**config.mk**
```make
export PLATFORM = sky130hd
export DESIGN_NAME = rtc_mtimer
export DESIGN_NICKNAME = d
export VERILOG_FILES = /design/src/rtl/my_pkg.sv /design/src/rtl/rtc_mtimer_tick_gen.sv /design/src/rtl/rtc_mtimer.sv
export SDC_FILE = /design/constraint.sdc
export NUM_CORES = 1
export LEC_CHECK = 0
export ABC_AREA = 1
export CAP_MARGIN = 20
export CORE_MARGIN = 1.5
export CORE_UTILIZATION = 60
export DETAILED_ROUTE_END_ITERATION = 7
export GPL_TIMING_DRIVEN = 0
export PLACE_DENSITY = 0.82
export SYNTH_ARGS = -nofsm -noshare
export SYNTH_HDL_FRONTEND = slang
export SYNTH_SLANG_ARGS = --single-unit
```
**constraint.sdc**
```tcl
create_clock -name clk -period 5.87 [get_ports clk]
set_input_delay 1.174 -clock clk [delete_from_list [all_inputs] [get_ports clk]]
set_output_delay 1.174 -clock clk [all_outputs]
set_load 0.1 [all_outputs]
```
**src/rtl/my_pkg.sv**
```systemverilog
// Shared MMIO definitions: register offsets within the timer window and the
// byte-merge helper used by memory-mapped peripherals.
package my_pkg;

    localparam logic [4:0] MTIME_LO_OFF    = 5'h00;
    localparam logic [4:0] MTIME_HI_OFF    = 5'h04;
    localparam logic [4:0] MTIMECMP_LO_OFF = 5'h08;
    localparam logic [4:0] MTIMECMP_HI_OFF = 5'h0C;
    localparam logic [4:0] CTRL_OFF        = 5'h10;
    localparam logic [4:0] MTIME_SNAP_OFF  = 5'h14;

    localparam int unsigned CTRL_EN_BIT = 0;

    function automatic logic [31:0] merge_bytes(input logic [31:0] old_val,
                                                input logic [31:0] new_val,
                                                input logic [3:0]  be);
        logic [31:0] res;
        res = old_val;
        for (int unsigned i = 0; i < 4; i++) begin
            if (be[i]) res[8*i +: 8] = new_val[8*i +: 8];
        end
        return res;
    endfunction

endpackage

```
**src/rtl/rtc_mtimer_tick_gen.sv**
```systemverilog
// Prescaler: pulses tick once every PRESCALE enabled cycles. The count holds
// while disabled and restarts from zero when enable returns.
module tick_gen #(
    parameter int unsigned PRESCALE = 1000
) (
    input  logic clk,
    input  logic reset,
    input  logic en,
    output logic tick
);

    localparam logic [15:0] LAST = 16'(PRESCALE - 1);

    logic [15:0] cnt_q, cnt_d, cnt_eff;
    logic        en_prev_q, en_prev_d;

    always_comb begin
        en_prev_d = en;
        // First enabled cycle after a pause counts as position zero.
        cnt_eff   = en_prev_q ? cnt_q : '0;
        tick      = en && (cnt_eff == LAST);
        cnt_d     = cnt_q;
        if (en) cnt_d = tick ? '0 : cnt_eff + 16'd1;
    end

    always_ff @(posedge clk) begin
        if (reset) begin
            cnt_q     <= '0;
            en_prev_q <= 1'b1;
        end else begin
            cnt_q     <= cnt_d;
            en_prev_q <= en_prev_d;
        end
    end

endmodule

```
**src/rtl/rtc_mtimer.sv**
```systemverilog
// RISC-V style machine timer: prescaled 64-bit mtime, mtimecmp, enable,
// high-word snapshot and registered compare interrupt on the CPU data bus.
module rtc_mtimer
    import my_pkg::*;
#(
    parameter logic [31:0] BASE_ADDR = 32'h8000_6000,
    parameter int unsigned PRESCALE  = 1000
) (
    input  logic        clk,
    input  logic        reset,
    input  logic        read,
    input  logic [31:0] read_address,
    input  logic [3:0]  write,
    input  logic [31:0] write_address,
    input  logic [31:0] data_in,
    output logic [31:0] data_out,
    output logic        hit,
    output logic        mti
);

    logic [63:0] mtime_q, mtime_d;
    logic [63:0] cmp_q, cmp_d;
    logic        en_q, en_d;
    logic [31:0] snap_q, snap_d;
    logic        mti_q, mti_d;
    logic        tick;
    logic        wr_hit;
    logic [4:0]  wr_off, rd_off;
    logic        unused_addr_bits;

    assign unused_addr_bits = ^{read_address[1:0], write_address[1:0]};

    assign wr_hit = (|write) && (write_address[31:5] == BASE_ADDR[31:5]);
    assign wr_off = {write_address[4:2], 2'b00};
    assign rd_off = {read_address[4:2], 2'b00};
    assign hit    = read && (read_address[31:5] == BASE_ADDR[31:5]);
    assign mti    = mti_q;

    tick_gen #(.PRESCALE(PRESCALE)) u_tick_gen (
        .clk   (clk),
        .reset (reset),
        .en    (en_q),
        .tick  (tick)
    );

    always_comb begin
        data_out = '0;
        if (hit) begin
            case (rd_off)
                MTIME_LO_OFF:    data_out = mtime_q[31:0];
                MTIME_HI_OFF:    data_out = mtime_q[63:32];
                MTIMECMP_LO_OFF: data_out = cmp_q[31:0];
                MTIMECMP_HI_OFF: data_out = cmp_q[63:32];
                CTRL_OFF:        data_out = {31'b0, en_q};
                MTIME_SNAP_OFF:  data_out = snap_q;
                default:         data_out = '0;
            endcase
        end
    end

    always_comb begin
        mtime_d = mtime_q + {63'b0, tick};
        cmp_d   = cmp_q;
        en_d    = en_q;
        snap_d  = snap_q;
        mti_d   = (mtime_q >= cmp_q);
        // A bus write to either mtime half overrides the tick increment.
        if (wr_hit) begin
            case (wr_off)
                MTIME_LO_OFF:    mtime_d = {mtime_q[63:32], merge_bytes(mtime_q[31:0], data_in, write)};
                MTIME_HI_OFF:    mtime_d = {merge_bytes(mtime_q[63:32], data_in, write), mtime_q[31:0]};
                MTIMECMP_LO_OFF: cmp_d   = {cmp_q[63:32], merge_bytes(cmp_q[31:0], data_in, write)};
                MTIMECMP_HI_OFF: cmp_d   = {merge_bytes(cmp_q[63:32], data_in, write), cmp_q[31:0]};
                CTRL_OFF:        if (write[0]) en_d = data_in[CTRL_EN_BIT];
                default:         ;
            endcase
        end
        if (hit && (rd_off == MTIME_LO_OFF)) snap_d = mtime_q[63:32];
    end

    always_ff @(posedge clk) begin
        if (reset) begin
            mtime_q <= '0;
            cmp_q   <= '1;
            en_q    <= 1'b1;
            snap_q  <= '0;
            mti_q   <= 1'b0;
        end else begin
            mtime_q <= mtime_d;
            cmp_q   <= cmp_d;
            en_q    <= en_d;
            snap_q  <= snap_d;
            mti_q   <= mti_d;
        end
    end

endmodule
```
==> results.cfg <==
[status]
status = complete, but fails checks
violations = design-rule violations

[worst_setup_path]
cpPeakStageDelay_ns = 0.91
required_ns = 4.70
worstReg2RegEnd = mtime_q[30]$_SDFFE_PP0P_
rr_worst_depth = 17
crit_family = buffers and inverters
worstPathArrival_ns = 4.67
r2r_slack_ns = 1.18
crit_type = in2out
crit_buf_inv = 4
worstPathCellList = clkdlybuf4s50_1 > inv_1 > nor2_1 > clkbuf_1 > nand3_1 > a31oi_1 > dlygate4sd2_1
regToRegStartpoint = u_tick_gen.en_prev_q$_SDFF_PP1_
cp-start-kind = primary input
cp_slowest_cell = dlygate4sd2_1
cp-end-kind = output port
cp_max_fo = 10

[sta]
clock_skew_ns = 0.0106
report.final.slew_viol_count = 0
period_share_pct = 99.6
rsz0062_at_grt = no
hold_viol = 0
whs_ns = 0.468
setup-violations-final = 0
tightest_slew_ns = 1.24
slew_headroom_pct = 17.0
fmax_mhz = 171
period_needed_ns = 5.85

[clocking]
cts_tree = yes
cts_buffer_depth = 2
clkTransAtPathRegs_ns = 0.07
cts_sinks = 179
root_buffer = clkbuf_16
cts.htree.levels = 4
clock_latency_ns = 0.45
cts_buffers = 17

[layout]
multi_input_area_um2 = 7680
fillerInstances = 1680
regArea_um2 = 3580
nNetsFinal = 2402
final_cell_area_um2 = 15000
final_layout_size_suffix_gt1_share_pct = 2.94
diodes = 0
area_growth_pct = 18.3

[floorplan]
core-area_um2 = 20500
die_area_um2 = 22000
fp.dieW_um = 148
num_rows = 52
io_pins = 137
die_h_um = 148
start_util_pct = 61.8

[drt]
detail_route.iter0.violations = 2746
dr.pass1.iters = 8
vias_per_cell = 6.41
remaining_drc_errors = 46
wl_mm = 56.4
num_vias = 16122
wl_per_cell_um = 22.4
ant_nets = 0

[synth]
synth_largest_area_cell = dfxtp_1
synth_edf_count = 0
yosysTopAreaCellShare_pct = 28.3
synth_seq_cells = 179
seq_area_frac_synth_pct = 28.3
ys_warn_count = 0
synth.top_cells.by_area = dfxtp_1 28%, nand2_1 16%, inv_1 8.4%
yosysMostFrequentCell = nand2_1
synth_common_cells = 555 x nand2_1, 284 x inv_1, 245 x nor2_1
syn_inst = 2081
synthFlopType = dfxtp_1
synth_area_per_cell_um2 = 6.09
synth_cell_types = 38
netlist_area_um2 = 12700
async_flop_share_pct = 0
synth_nets = 2251

[global_route]
grt_pass1_wl_mm = 82.5
grt_usage_pct = 50.0
antenna_found_initial = 4
grt_max_degree = 18
grt_pass1_vias = 14948
grt-ovfl-total = 0

[flow_run]
maxCapViolCount = 0

[power_and_ir_drop]
irDropWorstVdd_mv = 0.160
p_per_area_nw_per_um2 = 175
p_leak_nw = 7.68

[min_path]
hp-class = reg2reg
min_path_cells = 2
worstHoldStart = u_tick_gen.cnt_q[15]$_SDFFE_PP0P_
holdPathEnd = u_tick_gen.cnt_q[15]$_SDFFE_PP0P_

[placement]
postPlaceCellArea_um2 = 14300
dp_hpwl_mm = 43.4
numPortBuffers = 130
place_congestion = 1.10
stage by stage:
stage	worst slack, ns	power, mW	TNS (ns)	util, %	cells
detailed placement	-0.0104	1.46	-0.0104	69.9	2482
global route	0.106	2.65	0	73.1	2514
global placement	-0.00533	1.45	-0.00533	69.8	2481
finish	0.0225	2.62	0	73.1	2514
CTS	0.0230	2.58	0	72.7	2513
floorplan	0.113	1.32	0	-	2081
metal layers:
layer / up-vias / part of all wire [%] / GRT usage [%] / wire (um)
met5: - / 0.092 / 0 / 52
met4: 8 / 9.3 / 35.8 / 5230
met3: 390 / 16 / 17.5 / 8760
met2: 1379 / 40 / 74.3 / 22600
met1: 7190 / 35 / 60.0 / 19700
li1: 7155 / - / - / -
final cells by class:
class,instances,share of cell area [%]
clock inverters,13,0.952
plain buffers,74,2.13
repair buffers,132,9.35
well taps,270,2.25
clock buffers,18,2.86
flip-flops and latches,179,23.9
inverters,291,7.29
multi-input cells,1537,51.3
how the worst max path moves through the flow:
stage,start,endpoint,cells past startpoint
floorplan,read_address[6],data_out[23],6
global placement,read_address[3],data_out[31],7
detailed placement,read_address[3],data_out[31],7
CTS,read_address[2],data_out[15],7
global route,read_address[3],data_out[31],7
finish,read_address[3],data_out[31],7
placed cells by master (no fill, tap or decap), types with 3 or more instances in the layout:
cell               n
xor2_1            16
clkdlybuf4s50_1   99
a31oi_1           26
nand4_1           53
clkbuf_1          50
dlymetal6s2s_1    30
nor2_1           244
inv_6              3
o21ai_0          125
dfxtp_1          179
o21a_1             7
ha_1              67
o211ai_1          61
nor4_1             9
clkbuf_16         17
a211oi_1           4
clkinvlp_4         4
clkinv_1           6
a21oi_1          134
nor2_2             4
inv_8              5
nand3_1          137
nand2_1          555
nand3b_1           7
buf_4              5
o22ai_1           36
inv_1            284
xnor2_1            4
buf_2             18
nor3_2             3
nor3_1            30
and2_1             3
worst min-delay path: cells and delay by family, from the launching register on:
family,cells,cell delay (ns)
flip-flops,1,0.33
AND/OR/NAND/NOR,1,0.05
AO/OA/AOI/OAI,1,0.06
repair_timing:
action                                  CTS  global route
resized for setup                         1            30
endpoints found under the setup margin    1            30
setup buffers                             0             0
hold buffers                              0             0
sequential cells by signal, summed over array words and instances (netlist names):
register	flops
mti	1
u_tick_gen.en_prev_q	1
cmp_q	64
snap_q	32
en_q	1
mtime_q	64
u_tick_gen.cnt_q	16
power breakdown:
part | internal (mW) | total [mW] | switching [mW]
clock | 0.601 | 1.18 | 0.574
combinational | 0.0859 | 0.229 | 0.143
sequential | 1.21 | 1.22 | 0.00179
kinds of logic after synthesis:
logic type,share of synthesized area [%]
AO/OA/AOI/OAI,17.9
adder cells (fa/ha/maj),6.62
AND/OR/NAND/NOR,34.6
flip-flops,28.3
buffers and inverters,11.1
XOR/XNOR,1.38
(Power assumes the default switching activity.)
